### src/rtl/sysid_checker_pkg.sv
// sysid_checker_pkg: shared state encoding, word addresses and counter width for the sysid checker.
package sysid_checker_pkg;
  localparam int TMO_W = 16;
  localparam logic ID_WORD = 1'b0;
  localparam logic TS_WORD = 1'b1;
  typedef enum logic [2:0] {
    IDLE    = 3'd0,
    RD_ID   = 3'd1,
    RD_TS   = 3'd2,
    COMPARE = 3'd3,
    DONE    = 3'd4
  } state_t;
endpackage

### src/rtl/sysid_timeout_counter.sv
// sysid_timeout_counter: counts consecutive stalled cycles; expired flags the last tolerated stall.
module sysid_timeout_counter
  import sysid_checker_pkg::*;
(
  input  logic             clock,
  input  logic             reset_n,
  input  logic             clear,
  input  logic             enable,
  input  logic [TMO_W-1:0] limit,
  output logic             expired
);
  logic [TMO_W-1:0] count;
  always_ff @(posedge clock or negedge reset_n) begin
    if (!reset_n) count <= '0;
    else if (clear) count <= '0;
    else if (enable) count <= count + 1'b1;
  end
  assign expired = enable && (count == limit - 1'b1);
endmodule

### config.mk
export PLATFORM = sky130hd
export DESIGN_NAME = sysid_timeout_counter
export DESIGN_NICKNAME = d
export VERILOG_FILES = /design/src/rtl/sysid_checker_pkg.sv /design/src/rtl/sysid_timeout_counter.sv
export SDC_FILE = /design/constraint.sdc
export NUM_CORES = 1
export LEC_CHECK = 0
export CAP_MARGIN = 25
export CORE_ASPECT_RATIO = 0.9
export CORE_MARGIN = 2
export CORE_UTILIZATION = 40
export DETAILED_ROUTE_END_ITERATION = 8
export PLACE_DENSITY = 0.63
export SYNTH_ARGS = -nofsm -noshare
export SYNTH_HDL_FRONTEND = slang
export SYNTH_SLANG_ARGS = --single-unit
### constraint.sdc
create_clock -name clock -period 5 [get_ports clock]
set_input_delay 0.5 -clock clock [delete_from_list [all_inputs] [get_ports clock]]
set_output_delay 0.5 -clock clock [all_outputs]
set_load 0.02 [all_outputs]
==> results of run 1 <==
final timing paths:
kind,end,cells past startpoint,from
max in group asynchronous,count[15]$_DFFE_PN0P_,1,reset_n
hold reg to reg,count[15]$_DFFE_PN0P_,2,count[15]$_DFFE_PN0P_
hold / removal,count[15]$_DFFE_PN0P_,2,count[15]$_DFFE_PN0P_
setup / recovery,expired,8,limit[2]
setup reg to reg,count[15]$_DFFE_PN0P_,6,count[3]$_DFFE_PN0P_
min in group asynchronous,count[1]$_DFFE_PN0P_,1,reset_n
worst min-delay path, cell delays in order (launching register included):
cell and delay, ns:
dfrtp_1 0.38, xor2_1 0.08, nor2_1 0.08
synthesized netlist by cell type (2+ instances only):
library cell / count / area share (%)
nor4b_1: 2 / 1.3
nor2_1: 25 / 7.0
xor2_1: 16 / 10
or3_1: 2 / 0.93
or3b_1: 2 / 1.3
mux2i_1: 5 / 3.7
a21oi_1: 6 / 2.2
ha_1: 2 / 1.9
nor4_1: 3 / 1.4
a31oi_1: 2 / 0.93
nand2_1: 10 / 2.8
clkbuf_1: 5 / 1.4
nand3_1: 8 / 3.0
xnor2_1: 18 / 12
o21ai_0: 3 / 1.1
inv_1: 5 / 1.4
nand4_1: 7 / 3.2
nor3_1: 8 / 3.0
dfrtp_1: 16 / 30
per-layer routing:
metal	track usage (%)	vias to the layer above	share of wire (%)
li1	-	603	-
met1	21.22	553	47
met2	27.11	32	47
met3	2.281	9	4.3
met4	7.143	0	2.0
met5	0	-	0
layout make-up:
cell class / instances / area, sq um
Clock buffer: 3 / 41.29
Multi-Input combinational cell: 133 / 889.6
Fill cell: 300 / 1528
Tap cell: 42 / 52.55
Sequential cell: 16 / 400.4
Timing Repair Buffer: 21 / 207.7
Inverter: 5 / 18.77
cell usage in the layout (no fill, tap or decap), types with 2 or more instances in the layout:
master,instances
nand3_1,8
ha_1,2
nor4b_1,2
mux2i_1,5
or3b_1,2
xor2_1,16
a31oi_1,2
inv_1,5
nand4_1,7
xnor2_1,18
nor3_1,8
dfrtp_1,16
a21oi_1,6
o21ai_0,3
nor4_1,3
nor2_1,25
nand2_1,10
clkdlybuf4s50_1,20
or3_1,2
clkbuf_8,3
cells by family (layout without fill, tap and decap cells):
kind of cell,after synthesis,after routing,share of synthesized area [%]
simple gates,75,75,30.27
fa+ha+maj,2,2,1.857
flops,16,16,29.71
buf+inv,13,29,4.271
compound gates,17,17,8.078
xor+xnor,34,34,22.10
mux,5,5,3.714
stage by stage:
| step | util [%] | hold WS [ns] | total power [mW] |
|---|---|---|---|
| finish | 51.32 | 0.5779 | 0.2826 |
| global route | 51.32 | 0.6112 | 0.2994 |
| CTS | 51.32 | 0.5783 | 0.2838 |
| detailed placement | 50.00 | 0.5657 | 0.1932 |
| global placement | 50.00 | 0.5555 | 0.1914 |
| floorplan | - | 0.2044 | 0.1663 |
where the power goes:
group          total (mW)  internal (mW)  switching, mW
Sequential          0.134          0.131        0.00293
Clock              0.0917         0.0533         0.0384
Combinational      0.0567         0.0281         0.0286
==> qor.csv, run 1 <==
metric;value;unit
port bufs;20;
GRT Overall Usage;16.27;%
grt total ovfl;0;
setup TNS;0;ns
htree depth;1;
cts hold-fix bufs;0;
pre-CTS setup slack;0.9810;ns
Data arrival, critical path;3.52;ns
final worst-path cycle share;80.38;%
CTS Sinks;16;
maximum vdd drop;0.09728;mV
CP Cell Sequence;clkdlybuf4s50_1, nor4_4, nand3_4, or3b_1, a211o_1, a22o_1, nor4b_2, clkdlybuf4s50_1;
antenna-violating nets left;0;
design area;1610;sq um
# IOs;21;
clock latency on the worst-skew pair;0.24;ns
first-pass GRT wire length;4781;microns
Post-synth ARST share;100.0;%
critical path fanouts, max;8;
final max-slew violation count;0;
Reg clk slew, reported paths;0.05;ns
row cnt;19;
DIE WIDTH;65.18;microns
largest registers;count x16;
Starting Density;42.94;%
number of flip-flops under the largest register name;16;
RSZ-0062 raised after global routing;false;
register area share after synthesis;29.71;%
CP peak stage delay;0.63;ns
register with the most flip-flops;count;
initial DRC count;68;
Max Clock Skew;0.001278;ns
Relative slew margins;52.75;%
post-cts resize count;0;
CTS tree;built;
crit-path leading delay family;simple AND/OR/NAND/NOR gates;
Worst Path Buf+Inv;2;
Worst-Margin Slew;0.7066;ns
residual DRC count;0;
root buffer cell;clkbuf_8;
Req. time, crit path;4.50;ns
Yosys reg bits;16;
CP Capture Type;primary output;
CTS buffer count;3;
CP dominant cell by count;clkdlybuf4s50_1;
largest net degree at the start of global routing;18;
CP max stage cell;clkdlybuf4s50_1;
gpl congestion;0.8823;
DRT Wirelength;2902;microns
highest clock rate;248.8;MHz
Reg2Reg Setup Slack;3.35;ns
Synth cell types;36;
MaxCap Viol Count;0;
antenna violations before repair;0;
Tmin final;4.019;ns
Cell Count, Final, Fillers Out;220;
placed insts;217;
Final #Nets;202;
cells after synthesis;162;
Mapped Avg Cell Area;8.318;sq um
deepest clock path buffer count;2;
Primary FF master, synth;dfrtp_1;
Setup Crit Path Kind;input port to primary output;
share of layout cells above drive strength 1;4.494;%
routed len/inst;13.19;microns
Pleak;0.6100;nW
Power Dens Cells;175.5;nW/um^2
Hold WC Path Type;register to register;
HPWL after detailed placement;2295;microns
synth warn;0;
Core Region;3138;sq um
Area after DPL;1569;sq um
Post-synth EDFFs;0;
Via Count;1197;
Vert. Die Dim;59.07;microns
setup violators final;0;
vias in the first global route;1082;
Synthesized Nets;184;
post-route setup slack;0.9811;ns
antenna fix cells;0;
detail-routed via count per cell;5.441;
Final Hold Fails;0;
die area;3850;sq um
Startpoint Class;input port;
Post-CTS Setup Inserts;0;
Mapped Area;1348;sq um
status;finished clean;
Area growth syn-to-layout;19.50;%
drt pass-1 iters;4;
Power figures use the tool's default switching activity.
==> run 2, diff against run 1 <==
- PLACE_DENSITY: 0.63 -> 0.66
- clock period: 5 -> 3.27 ns (I/O delays scaled with it)
==> run 2 against run 1 <==
Compared with the run above:
- worst setup slack worse by 0.82 ns
- total power grew 71%
- largest power group unchanged
- first-iteration DRC count fell by 8.8%
- clock-buffer cell count up 1
- hold slack got worse by 0.084 ns
- sequential power rose by 53%
- sequential share of layout area is 2.7 points lower
- clock power increased by 91%
- combinational power grew 85%
- wire length rose by 7.1%
- non-clock buffer count up 24
==> qor.csv, run 2 (synthesized netlist as in run 1, its figures left out) <==
metric;value;unit
Startpoint Class;input port;
largest registers;count x16;
highest clock rate;322.1;MHz
number of flip-flops under the largest register name;16;
CTS tree;built;
GRT Overall Usage;18.31;%
Area growth syn-to-layout;33.89;%
clock latency on the worst-skew pair;0.25;ns
antenna-violating nets left;0;
Reg clk slew, reported paths;0.06;ns
Max Clock Skew;0.005112;ns
Final #Nets;226;
cts hold-fix bufs;0;
Core Region;3138;sq um
post-route setup slack;0.1651;ns
final max-slew violation count;0;
Starting Density;42.94;%
Tot Pwr;0.4841;mW
crit-path leading delay family;buffers and inverters;
largest net degree at the start of global routing;17;
row cnt;19;
CP Cell Sequence;clkdlybuf4s50_1, nor4_4, buf_4, nand3_4, or3b_1, a211o_1, a22o_1, nor4b_2, dlygate4sd2_1;
htree depth;1;
RSZ-0062 raised after global routing;false;
CP Capture Type;primary output;
Internal;0.3653;mW
first-pass GRT wire length;5533;microns
gpl congestion;0.8435;
Hold Worst Slack;0.4943;ns
Setup Crit Path Kind;input port to primary output;
Worst Path Buf+Inv;3;
CTS Sinks;16;
critical path fanouts, max;3;
Worst-Margin Slew;0.6976;ns
initial DRC count;62;
Seq pwr share;42.3;%
CP peak stage delay;0.46;ns
deepest clock path buffer count;2;
port bufs;20;
Req. time, crit path;2.94;ns
residual DRC count;0;
detail-routed via count per cell;5.106;
DIE WIDTH;65.18;microns
maximum vdd drop;0.2226;mV
Hold WC Path Type;input port to async pin;
Fill cells;295;
Data arrival, critical path;2.78;ns
drt pass-1 iters;4;
final worst-path cycle share;94.95;%
Via Count;1251;
routed len/inst;12.69;microns
HPWL after detailed placement;2513;microns
DRT Wirelength;3109;microns
antenna violations before repair;0;
switch share;24.55;%
share of layout cells above drive strength 1;16.26;%
grt total ovfl;0;
Net Switching;0.1188;mW
Pleak;0.7397;nW
pre-CTS setup slack;-0.1431;ns
setup violators final;0;
CTS buffer count;3;
Vert. Die Dim;59.07;microns
antenna fix cells;0;
CP max stage cell;clkdlybuf4s50_1;
root buffer cell;clkbuf_8;
MaxCap Viol Count;0;
# IOs;21;
Tmin final;3.105;ns
Final Hold Fails;0;
register with the most flip-flops;count;
die area;3850;sq um
Power Dens Cells;268.3;nW/um^2
vias in the first global route;1288;
Relative slew margins;53.35;%
Clk pwr share;36.1;%
combinational group share of total power;21.6;%
most frequent cells in the layout;25 x nor2_1, 25 x buf_4, 19 x clkdlybuf4s50_1;
final core occ;57.50;%
status;finished clean;
setup TNS;0;ns
[run 2: cell types whose count changed in the layout (fill, tap and decap cells not counted)]
cell | previous run | this run
clkbuf_8 | 3 | 4
clkdlybuf4s50_1 | 20 | 19
a2111oi_0 | 1 | 0
a2111oi_1 | 0 | 1
dlygate4sd2_1 | 0 | 1
buf_4 | 1 | 25
[run 2: layout make-up]
class | instances | area [sq um] | area share (%)
Sequential cell | 16 | 400.4 | 22.19
Timing Repair Buffer | 45 | 386.6 | 21.43
Clock buffer | 4 | 55.05 | 3.051
Multi-Input combinational cell | 133 | 890.9 | 49.38
Inverter | 5 | 18.77 | 1.040
Tap cell | 42 | 52.55 | 2.913
[run 2: worst reg2reg max path, stage by stage, from the launching register on]
cell and delay, ns:
dfrtp_1 0.40, o21a_1 0.16, nand4_1 0.21, nor3_1 0.42, nand3_1 0.16, xor2_1 0.17, nor2_1 0.05
[run 2: power groups by stage]
stage / clock, mW / combinational [mW] / sequential [mW]
floorplan: 0 / 0.0471 / 0.207
global placement: 0 / 0.102 / 0.208
detailed placement: 0 / 0.105 / 0.209
CTS: 0.181 / 0.105 / 0.205
global route: 0.187 / 0.116 / 0.205
finish: 0.175 / 0.105 / 0.205
[run 2: worst paths after layout]
path                       depth (start not counted)                  start                     to  slack [ns]
min reg2reg                                        2  count[15]$_DFFE_PN0P_  count[15]$_DFFE_PN0P_        0.57
max reg2reg                                        6   count[3]$_DFFE_PN0P_  count[13]$_DFFE_PN0P_        1.58
max                                                9               limit[2]                expired        0.17
max in group asynchronous                          1                reset_n  count[15]$_DFFE_PN0P_        2.33
min in group clock                                 2  count[15]$_DFFE_PN0P_  count[15]$_DFFE_PN0P_        0.57
min                                                1                reset_n   count[1]$_DFFE_PN0P_        0.49
[run 2: layer usage]
layer  up-vias  GRT usage [%]  share of wire (%)  wire, microns
met3         4          1.141                3.0             92
met2        21          31.05                 48           1505
met4         0          7.143                1.0             31
li1        645              -                  -              -
met1       581          24.70                 48           1480
met5         -              0                  0              0
[run 2: repair_timing]
| item | in CTS | in global routing |
|---|---|---|
| endpoints found under the setup margin | 1 | 0 |
| resized for setup | 2 | 0 |
| endpoints found under the hold margin | 0 | 0 |
| buffers inserted | 0 | 0 |
[run 2: stage by stage]
stage	cell area, sq um	cells
after CTS	1804	245
after detailed placement	1749	241
after global placement	1749	241
after global routing	1804	245
final	1804	245
after floorplan	1348	162
==> run 3, diff against run 2 <==
- SLEW_MARGIN: default -> 5
==> results of run 3 <==
No change in the layout: final DEF, timing and power equal those of run 2.
